[src/rtl/bldc_commutation_ctrl.sv]
// Six-step BLDC commutation controller: hall synchronise/debounce, start-up blanking,
// dead-time on every pattern change, PWM-gated high sides and a latched invalid-hall fault.
module bldc_commutation_ctrl #(
    parameter int PWM_BITS = 11,
    parameter int DEADTIME = 24,
    parameter int DEBOUNCE = 8,
    parameter int STARTUP  = 2000
) (
    input  logic                iCLK,
    input  logic                iRESET,
    input  logic                iENABLE,
    input  logic                iDIR,
    input  logic [PWM_BITS-1:0] iDUTY,
    input  logic [2:0]          iHALL,
    output logic [5:0]          oPHASES,
    output logic                oFAULT,
    output logic                oRUNNING,
    output logic [15:0]         oCOMM_CNT
);

    localparam int DbW    = $clog2(DEBOUNCE + 1);
    localparam int BlankW = $clog2(STARTUP + 1);
    localparam int DeadW  = $clog2(DEADTIME + 1);

    typedef enum logic [2:0] {
        stIdle,
        stStartup,
        stDead,
        stRun,
        stFault
    } tState;

    tState               state;
    tState               stateNext;
    logic [2:0]          hallMeta;
    logic [2:0]          hallSync;
    logic [2:0]          hallCand;
    logic [DbW-1:0]      stableCnt;
    logic [2:0]          hallDb;
    logic                hallValid;
    logic [2:0]          curHall;
    logic                curDir;
    logic [BlankW-1:0]   blankCnt;
    logic [DeadW-1:0]    deadCnt;
    logic [15:0]         commCnt;
    logic [PWM_BITS-1:0] pwmCnt;
    logic                pwmOn;
    logic                loadPattern;
    logic                bumpComm;
    logic [5:0]          phasesNext;

    function automatic logic [5:0] commPattern(input logic [2:0] hall, input logic dir);
        logic [5:0] fwd;
        case (hall)
            3'b101:  fwd = 6'b100100;
            3'b100:  fwd = 6'b100001;
            3'b110:  fwd = 6'b001001;
            3'b010:  fwd = 6'b011000;
            3'b011:  fwd = 6'b010010;
            3'b001:  fwd = 6'b000110;
            default: fwd = 6'b000000;
        endcase
        // Reverse rotation swaps the high and low switch of every phase.
        return dir ? {fwd[4], fwd[5], fwd[2], fwd[3], fwd[0], fwd[1]} : fwd;
    endfunction

    // A code is accepted once the synchronised halls have held it for DEBOUNCE cycles.
    always_ff @(posedge iCLK) begin
        if (iRESET) begin
            hallMeta  <= 3'b000;
            hallSync  <= 3'b000;
            hallCand  <= 3'b000;
            stableCnt <= '0;
            hallDb    <= 3'b000;
        end else begin
            hallMeta <= iHALL;
            hallSync <= hallMeta;
            if (hallSync != hallCand) begin
                hallCand  <= hallSync;
                stableCnt <= '0;
            end else if (stableCnt == DbW'(DEBOUNCE - 1)) begin
                hallDb <= hallCand;
            end else begin
                stableCnt <= stableCnt + 1'b1;
            end
        end
    end

    assign hallValid = (hallDb != 3'b000) && (hallDb != 3'b111);
    assign pwmOn     = (pwmCnt < iDUTY);

    // State register and the counters that follow it.
    always_ff @(posedge iCLK) begin
        if (iRESET) begin
            state    <= stIdle;
            curHall  <= 3'b000;
            curDir   <= 1'b0;
            blankCnt <= '0;
            deadCnt  <= '0;
            commCnt  <= '0;
            pwmCnt   <= '0;
            oPHASES  <= 6'b000000;
        end else begin
            // NOTE: oPHASES is registered from the next state so drives drop in the same cycle the FSM leaves RUN.
            state   <= stateNext;
            pwmCnt  <= pwmCnt + 1'b1;
            oPHASES <= phasesNext;
            if (loadPattern) begin
                curHall <= hallDb;
                curDir  <= iDIR;
            end
            blankCnt <= (state == stStartup && stateNext == stStartup) ? blankCnt + 1'b1 : '0;
            deadCnt  <= (state == stDead && stateNext == stDead && !loadPattern) ? deadCnt + 1'b1 : '0;
            if (bumpComm) begin
                commCnt <= commCnt + 1'b1;
            end else if (state == stIdle && iENABLE) begin
                commCnt <= '0;
            end
        end
    end

    // Next-state logic; branch order encodes the disable > invalid > hall > direction priority.
    always_comb begin
        stateNext   = state;
        loadPattern = 1'b0;
        bumpComm    = 1'b0;
        case (state)
            stIdle: begin
                if (iENABLE) stateNext = stStartup;
            end
            stStartup: begin
                if (!iENABLE) begin
                    stateNext = stIdle;
                end else if (blankCnt == BlankW'(STARTUP)) begin
                    if (hallValid) begin
                        stateNext   = stDead;
                        loadPattern = 1'b1;
                    end else begin
                        stateNext = stFault;
                    end
                end
            end
            stDead, stRun: begin
                if (!iENABLE) begin
                    stateNext = stIdle;
                end else if (!hallValid) begin
                    stateNext = stFault;
                end else if (hallDb != curHall) begin
                    stateNext   = stDead;
                    loadPattern = 1'b1;
                    bumpComm    = 1'b1;
                end else if (iDIR != curDir) begin
                    stateNext   = stDead;
                    loadPattern = 1'b1;
                end else if (state == stDead && deadCnt == DeadW'(DEADTIME - 1)) begin
                    stateNext = stRun;
                end
            end
            stFault: begin
                if (!iENABLE) stateNext = stIdle;
            end
            default: stateNext = stIdle;
        endcase
    end

    // Output decode: only RUN drives, high sides chopped by the PWM compare.
    always_comb begin
        phasesNext = 6'b000000;
        if (stateNext == stRun) begin
            phasesNext = commPattern(curHall, curDir) & {pwmOn, 1'b1, pwmOn, 1'b1, pwmOn, 1'b1};
        end
    end

    assign oFAULT    = (state == stFault);
    assign oRUNNING  = (state == stRun) || (state == stDead);
    assign oCOMM_CNT = commCnt;

endmodule

[config.mk]
export PLATFORM = sky130hd
export DESIGN_NAME = bldc_commutation_ctrl
export DESIGN_NICKNAME = d
export VERILOG_FILES = /design/src/rtl/bldc_commutation_ctrl.sv
export SDC_FILE = /design/constraint.sdc
export NUM_CORES = 1
export LEC_CHECK = 0
export ABC_CLOCK_PERIOD_IN_PS = 2500
export BUFFER_PORTS_ARGS = -buffer_cell sky130_fd_sc_hd__buf_4
export CORE_UTILIZATION = 58
export CTS_BUF_LIST = sky130_fd_sc_hd__clkbuf_16
export CTS_CLUSTER_SIZE = 25
export DETAILED_ROUTE_END_ITERATION = 10
export PLACE_DENSITY = 0.91
export SYNTH_ARGS = -nofsm -noshare
export SYNTH_HDL_FRONTEND = slang
export SYNTH_SLANG_ARGS = --single-unit
[constraint.sdc]
create_clock -name iCLK -period 2.5 [get_ports iCLK]
set_input_delay 0.625 -clock iCLK [delete_from_list [all_inputs] [get_ports iCLK]]
set_output_delay 0.625 -clock iCLK [all_outputs]
set_load 0.02 [all_outputs]
Word level (Yosys, flattened, before mapping)
Index checks and enable logic that the tools add are counted.

Register bits after elaboration: 72. Logic and storage cells: 89. Bits of input ports: 18.

$lt $le $gt $ge: 1. Reduce and logical (&&, ||, !) cells: 17. Muxes and demuxes: 28. Equality and inequality tests: 20. Bitwise gates (word level): 5. $add $sub $neg: 5.

Operators by type and width (count): $pmux 6 s6 (1); $mux 16 (2); $mux 3 (10); $add 11x1->11 const B (2); $eq 3x2->1 const B (6); $add 16x1->16 const B (1); $eq 3x3->1 const B (4); $mux 6 (2); $pmux 3 s4 (1); $eq 11x11->1 const B (1); $lt 11x11->1 (1); $mux 1 (11); $reduce_or 2->1 (5); $eq 3x1->1 const B (3); $and 6x6->6 (1); $logic_and 1x1->1 (6); $ne 3x3->1 (2); $add 5x1->5 const B (1); $eq 5x5->1 const B (1); $add 4x1->4 const B (1); $eq 4x3->1 const B (1); $not 1->1 (4); $logic_not 3->1 (1); $ne 3x3->1 const B (1); other kinds (7) (7).

Depth between registers and ports, before layout
Gate-level depths: netlist of run 1.

Depth in word-level cells: 13. Mapped depth: 8.

Least setup slack after synthesis of run 1
Ideal clock, no wire load.

Kind: in2reg. Start point: in iDIR. End point: reg blankCnt[9]. Library setup time: 64 ps. Buffers on the path: 1. Slack: 544 ps. Data arrival time: 1892 ps. Cell stages on the path: 6. Data required time: 2436 ps. Path through: xor2_1 nor4_4 a311oi_1 or3_1 buf_6 nor2_1.

Word-level cells in the longest chain between the ends: 10.

Ends and longest elaborated chain: start: declaration (line 12) `input logic iDIR,`; $ne 1x1->1 (line 152) `end else if (iDIR != curDir) begin`; $mux 3 (line 152); $mux 3 (line 148) `end else if (hallDb != curHall) begin`; $mux 3 (line 146) `end else if (!hallValid) begin`; $mux 3 (line 144) `if (!iENABLE) begin`; $pmux 3 s4 (line 127) `case (state)`; $eq 3x1->1 (line 112) `blankCnt <= (state == stStartup && stateNext == stStartup) ? blankCnt + 1'b1 : '0;`; $logic_and 1x1->1 (line 112); $not 1->1 (no source line); $reduce_or 2->1 (no source line); end signal: assignment (line 112); end: declaration (line 43) `logic [BlankW-1:0] blankCnt;`.

Every way passes these cells. A chain may end at the register's enable or synchronous reset.

Final worst setup path of run 1
Start point: reg state[2]. End point: reg blankCnt[5].

Word-level cells in the longest chain between the ends: 12. Elaborated cells on any way between the ends: 21.

Ends and longest elaborated chain: start: declaration (line 33) `tState state;`; start signal: assignment (line 95) `state <= stIdle;`; start signal: assignment (line 105) `state <= stateNext;`; $eq 3x2->1 (line 127, 155); $logic_and 1x1->1 (line 155) `end else if (state == stDead && deadCnt == DeadW'(DEADTIME - 1)) begin`; $mux 3 (line 155); $mux 3 (line 152); $mux 3 (line 148); $mux 3 (line 146); $mux 3 (line 144); $pmux 3 s4 (line 127); $eq 3x1->1 (line 112); $logic_and 1x1->1 (*) (line 112); $not 1->1 (no source line) (*); $reduce_or 2->1 (no source line) (*).

Mark *: on every way between the ends. The rest lies on a longest branch, timed or not.

==> results of run 1 <==
## state kept, by name, summed over array words and instances, names as in the netlist, 4 cells and up
| name | cells |
|---|---|
| oCOMM_CNT | 16 |
| blankCnt | 11 |
| pwmCnt | 11 |
| oPHASES | 6 |
| deadCnt | 5 |
| stableCnt | 4 |
## cell type report
type / count / share of cell area [%]
inverters: 17 / 1.546
well taps: 72 / 2.182
clock inverters: 7 / 2.092
flip-flops and latches: 72 / 34.92
multi-input cells: 302 / 45.98
clock buffers: 9 / 5.456
repair buffers: 43 / 7.821
## routing by layer
metal	GRT usage [%]	wire (um)	up-vias
met5	0	0	-
met4	9.091	143	0
met3	8.621	416	17
met2	46.38	3822	110
met1	28.94	2997	1417
li1	-	-	1478
## worst max-delay path by stage
| stage | start | to | depth (start not counted) |
|---|---|---|---|
| global placement | iDIR | blankCnt[4] | 6 |
| CTS | state[2] | blankCnt[5] | 6 |
| floorplan | iDIR | blankCnt[9] | 6 |
| finish | state[2] | blankCnt[5] | 6 |
| global route | state[2] | blankCnt[7] | 6 |
| detailed placement | iDIR | blankCnt[10] | 6 |
## cell families (layout without fill, tap and decap cells)
logic type	Yosys count	after routing	synth area share [%]
AOI/OAI and AO/OA	52	52	9.961
DFF	72	72	41.57
adders and majority gates	16	16	5.774
xor gates and xnor gates	32	32	8.083
and+or+nand+nor	192	192	28.04
muxes	10	10	2.887
buffers and inverters	30	76	3.681
## Yosys cell counts, drive strengths merged, types with 8 or more instances
master	count	area (um2)
inv	16	60.06
mux2i	10	100.1
xnor2	16	140.1
o21ai	16	80.08
dfxtp	72	1441
xor2	16	140.1
nor2	66	247.7
ha	16	200.2
nand2	33	123.9
a21oi	18	90.09
nor2b	14	87.58
nand4	9	56.30
nand3	24	120.1
nor3	8	40.04
clkbuf	8	30.03
## critical path, stage by stage, from the launching register on
cell and delay, ps:
dfxtp_1 430, nand2b_1 310, inv_1 150, a41o_1 290, a311oi_1 430, or3_1 410, nor2_1 100
## placed cells by master (no fill, tap or decap), types with 3 or more instances in the layout
cell type  count
nor3b_1        6
nand2_1       33
xor2_1        16
nand4_1        9
inv_1         16
mux2i_1       10
dfxtp_1       72
o21ai_0       16
or2_2          3
xnor2_1       16
nand2b_1       3
or3_1          3
nor3_1         8
clkinv_2       3
nand3_1       24
a21oi_1       18
ha_1          16
and3_1         4
nor2_1        66
buf_4         43
nor2b_1       14
nor4_1         5
clkbuf_16      9
## report_power, final
group          internal (mW)  total (mW)  switching [mW]
logic                 0.0526       0.113          0.0609
clock network          0.863        1.33           0.465
registers               1.16        1.18          0.0135
==> impl_metrics.toml, run 1 <==
[clock_network]
root_buffer = "clkbuf_16"
cts_made_buffers = 9
postCtsSetupBuffers = 0
ctsResizeCount = 0
clockBufferDepth = 2
postCtsHoldBufs = 0
cts_tree = "done"
cts.sinks = 72
htreeDepth = 3
clk_pin_slew_ps = 60
clock_latency_ps = 330

[worst_hold_path]
holdCritPathClass = "reg -> reg"
whs_endpoint = "hallSync[0]"
hp-start = "hallMeta[0]"
hold_depth = 1

[pwr]
vdd_drop_max_mv = 0.8044
leakagePower_nw = 1.653
power_density_mw_per_mm2 = 634.2
power.total_mw = 2.618

[synth]
synthesis.area_mm2 = 0.003467
seq_area_frac_synth_pct = 41.57
netlist-cell-type-count = 51
synth-seq-cells = 72
synth_nets = 438
avgSynthCellArea_um2 = 8.582
synth_edf_count = 0
syn_inst = 404
ys_warn_count = 0
ys.flop_type = "dfxtp_1"
async_reset_ff_share_pct = 0

[timing]
timing.hold.ws_ps = 432.8
hold_violations = 0
layout_min_cycle_time_ps = 2253
slew_headroom_pct = 56.73
skew_ps = 4.933
worst_pin_slew_ps = 644.2
fin_crit_sh_pct = 90.10
final-max-slew-violation-count = 0
setup_violations = 0
tns_ps = 0
fmax_mhz = 443.9
rsz0062_at_grt = "no"
worst_slack_ps = 247.5

[critical_path]
worstPathRequired_ps = 2710
worstSetupPathType = "reg -> reg"
worstPathArrival_ps = 2460
rr_startpoint = "state[2]"
rr_endpoint = "blankCnt[5]"
cp_max_fo = 11
cp-start-kind = "register"
reg2regPathDepth = 6
r2r_slack_ps = 250
end_kind = "register"

[layout]
antennaDiodeCount = 0
area_delta_synth_final_pct = 19.05
final_util_pct = 73.16
regArea_mm2 = 0.001441
multi_input_area_mm2 = 0.001898
final_cells = 522
finalNetCount = 479
nFillCells = 376
drive_gt1_share_pct = 15.78
fin_area_mm2 = 0.004128

[global_route]
grt_pass1_wl_mm = 12.65
antenna_found_initial = 0
grt_use_total_pct = 26.11
grt_max_degree = 31
grt-ovfl-total = 0
first_global_vias = 2927

[placement]
place_inst = 506
place_congestion = 0.8970
dpl_cell_area_mm2 = 0.003816
dp_slack_ps = 251.3
io_buffers = 41
dp_hpwl_mm = 5.028

[run]
maxCapViolCount = 0

[detailed_routing]
wl_per_cell_um = 14.14
wirelength_mm = 7.380
antenna_left = 0
viasPerCell = 5.789
dr.pass1.iters = 5
drtIter0Drc = 373
vias = 3022
drc = 0

[die]
start_util_pct = 61.45
dieArea_mm2 = 0.006291
dieWidth_um = 79.32
io_pins = 42
core-area_mm2 = 0.005642
placementRows = 27
die_h_um = 79.32

[outcome]
outcome = "complete, no violations"
(Power assumes the default switching activity.)
==> inputs of run 2 (changes only) <==
--- a/config.mk
+++ b/config.mk
@@ -12,6 +12,7 @@
 export CTS_CLUSTER_SIZE = 25
 export DETAILED_ROUTE_END_ITERATION = 10
 export PLACE_DENSITY = 0.91
+export REMOVE_ABC_BUFFERS = 1
 export SYNTH_ARGS = -nofsm -noshare
 export SYNTH_HDL_FRONTEND = slang
 export SYNTH_SLANG_ARGS = --single-unit
==> impl_metrics.toml, run 2 (synthesis gave the netlist of run 1 again) <==
[timing]
worst_pin_slew_ps = 603.4
fin_crit_sh_pct = 84.56
fmax_mhz = 473.0
worst_slack_ps = 385.9
rsz0062_at_grt = "no"
hold_violations = 0
slew_headroom_pct = 59.46
layout_min_cycle_time_ps = 2114
setup_violations = 0
tns_ps = 0
final-max-slew-violation-count = 0
skew_ps = 8.461

[placement]
place_congestion = 0.8704
io_buffers = 41
place_inst = 506
dp_slack_ps = 237.0
dp_hpwl_mm = 5.192

[worst_hold_path]
hold_depth = 1
holdCritPathClass = "reg -> reg"

[detailed_routing]
antenna_left = 0
wl_per_cell_um = 14.39
dr.pass1.iters = 7
vias = 3023
viasPerCell = 5.791
wirelength_mm = 7.509
drc = 0
drtIter0Drc = 260

[clock_network]
cts_made_buffers = 9
postCtsHoldBufs = 0
postCtsSetupBuffers = 0
root_buffer = "clkbuf_16"
clockBufferDepth = 2
htreeDepth = 3
clock_latency_ps = 330
cts.sinks = 72
clk_pin_slew_ps = 50
cts_tree = "done"
ctsResizeCount = 0

[die]
placementRows = 27
dieWidth_um = 79.32
io_pins = 42
dieArea_mm2 = 0.006291
start_util_pct = 61.45
die_h_um = 79.32
core-area_mm2 = 0.005642

[pwr]
p_switching_mw = 0.5137
vdd_drop_max_mv = 0.4850
leakagePower_nw = 1.655
power_density_mw_per_mm2 = 627.1
power_frac_comb_pct = 4.3
pwr-share-clk_pct = 50.2
swShare_pct = 19.88
p_int_mw = 2.070
seq_power_share_pct = 45.5

[layout]
layout_commonest_cell = "dfxtp_1"
final_cell_mix = "72 x dfxtp_1, 66 x nor2_1, 43 x buf_4, 33 x nand2_1, 24 x nand3_1"
final_cells = 522
antennaDiodeCount = 0
area_delta_synth_final_pct = 18.84
drive_gt1_share_pct = 14.89
finalNetCount = 479
largest_reg_flops = 16
final_util_pct = 73.03

[critical_path]
cp_max_fo = 11
end_kind = "register"
worstPathRequired_ps = 2700
slowest_delay_ps = 430
worstPathArrival_ps = 2310
path_cells = "nand2b_1 -> inv_1 -> a41o_1 -> a311oi_1 -> or3_1 -> nor2_1"
reg2regPathDepth = 6
cp-start-kind = "register"
worstSetupPathType = "reg -> reg"
slowest_stage = "dfxtp_1"

[outcome]
outcome = "complete, no violations"

[run]
maxCapViolCount = 0

[global_route]
grt_use_total_pct = 25.90
grt_pass1_wl_mm = 12.80
grt-ovfl-total = 0
first_global_vias = 2981
grt_max_degree = 32
antenna_found_initial = 0
==> run 2: stage by stage <==
stage                     hold WS [ps]  instance area (um2)  power [mW]
final                            438.7                 4120       2.584
after global routing             470.6                 4120       2.677
after CTS                        440.1                 4120       2.597
after detailed placement         427.6                 3816       1.312
after global placement           416.4                 3816       1.304
after floorplan                  413.8                 3403       1.260
==> run 2: routing by layer <==
metal / up-vias / wire length, um / share of wire (%) / GRT usage [%]
met5: - / 0 / 0 / 0
met4: 0 / 95 / 1.3 / 11.64
met1: 1421 / 3155 / 42 / 29.74
met2: 119 / 3821 / 51 / 44.74
li1: 1473 / - / - / -
met3: 10 / 435 / 5.8 / 6.897
==> run 2: worst max-delay path, delay by kind of cell, from the launching register on <==
| family | cells | cell delay [ps] |
|---|---|---|
| simple gates | 3 | 760 |
| compound gates | 2 | 670 |
| buf+inv | 1 | 140 |
| flops | 1 | 430 |
==> run 2: worst paths after layout <==
path                 end  slack, ps        start
min          hallSync[0]        440  hallMeta[0]
max reg2reg  blankCnt[9]        390     state[2]
min reg2reg  hallSync[0]        440  hallMeta[0]
max          blankCnt[9]        390     state[2]
==> run 2: area by class of cell <==
class	count	area, um2
Clock inverter	7	78.83
Clock buffer	9	225.2
Timing Repair Buffer	43	322.8
Fill cell	421	1521
Sequential cell	72	1441
Tap cell	72	90.09
Inverter	17	63.81
Multi-Input combinational cell	302	1898
==> run 2: power by group through the flow <==
stage                     sequential (mW)  combinational (mW)  clock [mW]
after floorplan                      1.20              0.0628           0
after global placement               1.20               0.105           0
after detailed placement             1.20               0.111           0
after CTS                            1.18               0.111        1.31
after global routing                 1.18               0.125        1.37
final                                1.18               0.111        1.30
==> inputs of run 3 (changes only) <==
--- a/config.mk
+++ b/config.mk
@@ -5,13 +5,14 @@
 export SDC_FILE = /design/constraint.sdc
 export NUM_CORES = 1
 export LEC_CHECK = 0
-export ABC_CLOCK_PERIOD_IN_PS = 2500
+export ABC_AREA = 1
+export ABC_CLOCK_PERIOD_IN_PS = 1800
 export BUFFER_PORTS_ARGS = -buffer_cell sky130_fd_sc_hd__buf_4
-export CORE_UTILIZATION = 58
+export CORE_UTILIZATION = 53
 export CTS_BUF_LIST = sky130_fd_sc_hd__clkbuf_16
 export CTS_CLUSTER_SIZE = 25
 export DETAILED_ROUTE_END_ITERATION = 10
-export PLACE_DENSITY = 0.91
+export PLACE_DENSITY = 0.87
 export REMOVE_ABC_BUFFERS = 1
 export SYNTH_ARGS = -nofsm -noshare
 export SYNTH_HDL_FRONTEND = slang
==> constraint.sdc (replaced) <==
create_clock -name iCLK -period 1.8 [get_ports iCLK]
set_input_delay 0.45 -clock iCLK [delete_from_list [all_inputs] [get_ports iCLK]]
set_output_delay 0.45 -clock iCLK [all_outputs]
set_load 0.02 [all_outputs]
==> impl_metrics.toml, run 3 <==
[critical_path]
cp-start-kind = "register"
r2r_slack_ps = 190
startpoint = "state[1]"
worstPathRequired_ps = 1350
rr_endpoint = "oCOMM_CNT[14]"
worstSetupPathType = "reg -> out"
rr_startpoint = "oCOMM_CNT[0]"
reg2regPathDepth = 8
worstPathArrival_ps = 1170
worstSetupEndpoint = "oRUNNING"
cp_max_fo = 4
end_kind = "primary output"

[synth]
yosys.area.top_type = "dfxtp_1"
synth_top_area_share_pct = 39.44
seq_area_frac_synth_pct = 39.44
ys_top_cells_by_count = "113 x nand2_1, 72 x dfxtp_1, 69 x inv_1, 69 x nor2_1, 38 x nand3_1"
syn_inst = 518
synth-seq-cells = 72
synth_edf_count = 0
yosysMostFrequentCell = "nand2_1"
avgSynthCellArea_um2 = 7.056
synthTopCellsByArea = "dfxtp_1 39%, nand2_1 12%, inv_1 7.1%"
ys.flop_type = "dfxtp_1"
netlist-cell-type-count = 36
synthesis.area_mm2 = 0.003655
async_reset_ff_share_pct = 0
ys_warn_count = 0

[die]
dieArea_mm2 = 0.007232
core-area_mm2 = 0.006495
die_h_um = 85.04
placementRows = 29
start_util_pct = 56.27
dieWidth_um = 85.04
io_pins = 42

[placement]
io_buffers = 41
place_congestion = 0.9213
dp_hpwl_mm = 5.479

[clock_network]
root_buffer = "clkbuf_16"
cts_tree = "done"
cts_made_buffers = 9
clock_latency_ps = 330
clk_pin_slew_ps = 60
htreeDepth = 3
cts.sinks = 72
postCtsHoldBufs = 0
postCtsSetupBuffers = 0
clockBufferDepth = 2

[pwr]
seq_power_share_pct = 46.5
swShare_pct = 21.95
power_frac_comb_pct = 4.5
leakagePower_nw = 1.866
p_switching_mw = 0.7711
p_int_mw = 2.742
power_density_mw_per_mm2 = 807.6
vdd_drop_max_mv = 0.5582
pwr-share-clk_pct = 49.0

[timing]
final-max-slew-violation-count = 0
setup_violations = 0
skew_ps = 5.216
fin_crit_sh_pct = 89.83
fmax_mhz = 618.5
worst_pin_slew_ps = 492.5
slew_headroom_pct = 66.92
rsz0062_at_grt = "no"
hold_violations = 0
tns_ps = 0
layout_min_cycle_time_ps = 1617

[run]
maxCapViolCount = 0

[layout]
finalNetCount = 600
antennaDiodeCount = 0
final_util_pct = 66.98
final_cell_mix = "113 x nand2_1, 72 x dfxtp_1, 70 x inv_1, 69 x nor2_1, 47 x buf_4"
largest_reg_flops = 16
layout_commonest_cell = "nand2_1"
drive_gt1_share_pct = 16.11
nFillCells = 522
area_delta_synth_final_pct = 19.03

[detailed_routing]
drtIter0Drc = 257
antenna_left = 0
wirelength_mm = 7.527
vias = 3364
dr.pass1.iters = 5
viasPerCell = 5.191
wl_per_cell_um = 11.62
drc = 0

[worst_hold_path]
holdCritPathClass = "in -> reg"

[global_route]
grt_pass1_wl_mm = 13.17
grt_use_total_pct = 22.54
first_global_vias = 3191
grt_max_degree = 20
antenna_found_initial = 0
grt-ovfl-total = 0

[outcome]
outcome = "complete, no violations"
## run 3: cell count changes after synthesis, moves of 5 or more
| cell | previous run | this run |
|---|---|---|
| a21oi_1 | 18 | 31 |
| a21oi_2 | 0 | 8 |
| inv_1 | 16 | 69 |
| inv_2 | 0 | 6 |
| mux2i_1 | 10 | 0 |
| nand2_1 | 33 | 113 |
| nand3_1 | 24 | 38 |
| nor2b_1 | 14 | 0 |
| nor3_1 | 8 | 14 |
| nor3b_1 | 6 | 1 |
| nor4_1 | 5 | 0 |
| xnor2_1 | 16 | 7 |
| xor2_1 | 16 | 9 |
## run 3: power by group through the flow
| stage | clock, mW | combinational, mW | sequential (mW) |
|---|---|---|---|
| floorplan | 0 | 0.0882 | 1.66 |
| global placement | 0 | 0.149 | 1.66 |
| detailed placement | 0 | 0.156 | 1.67 |
| CTS | 1.74 | 0.159 | 1.63 |
| global route | 1.82 | 0.182 | 1.63 |
| finish | 1.72 | 0.160 | 1.63 |
## run 3: per-layer routing
metal	GRT usage [%]	wire [um]	share of wire [%]
met1	26.00	3293	44
met2	40.40	3737	50
met3	6.128	401	5.3
met4	7.242	93	1.2
met5	0	0	0
## run 3: worst max-delay path, stage by stage (launching register included)
cell and delay [ps]:
dfxtp_1 320, inv_1 70, nor2_1 250, buf_4 210
## run 3: cell type report
cell class | instances | area [um2] | share of cell area, %
tap | 77 | 96.34 | 2.215
sequential | 72 | 1441 | 33.13
clock inverter | 7 | 63.81 | 1.467
clock buffer | 9 | 225.2 | 5.177
multi-input combinational | 360 | 1883 | 43.28
inverter | 76 | 287.8 | 6.615
timing repair buffer | 47 | 352.8 | 8.110
## run 3: how the worst min path moves through the flow
| stage | slack (ps) | end | start | depth (start not counted) |
|---|---|---|---|---|
| finish | 310 | hallMeta[1] | iHALL[1] | 3 |
| global route | 330 | hallMeta[0] | iHALL[0] | 3 |
| global placement | 390 | hallSync[2] | hallMeta[2] | 2 |
| detailed placement | 400 | hallSync[2] | hallMeta[2] | 2 |
| floorplan | 390 | hallSync[0] | hallMeta[0] | 2 |
| CTS | 310 | hallMeta[1] | iHALL[1] | 3 |
## run 3: what timing repair did
item,4_1_cts,5_1_grt
setup endpoints to repair,0,5
endpoints found under the hold margin,0,0
resized for setup,0,3
## run 3: cells by family (layout without fill, tap and decap cells)
family	after synthesis	after routing	share of synthesized area [%]
AOI/OAI and AO/OA	66	66	10.20
adders and majority gates	16	16	5.478
and+or+nand+nor	262	262	31.63
xor gates and xnor gates	16	16	3.834
buffers and inverters	86	139	9.414
DFF	72	72	39.44
## run 3: metrics by stage
stage,total power [mW],hold slack [ps],setup WS (ps),cells,cell area (um2)
6_report,3.513,312.3,183.1,648,4350
5_1_grt,3.635,325.9,3.558,648,4350
4_1_cts,3.535,309.4,183.3,648,4337
3_5_place_dp,1.822,395.2,198.3,632,4048
3_3_place_gp,1.814,390.6,248.7,632,4048
2_1_floorplan,1.751,388.3,223.6,508,3598
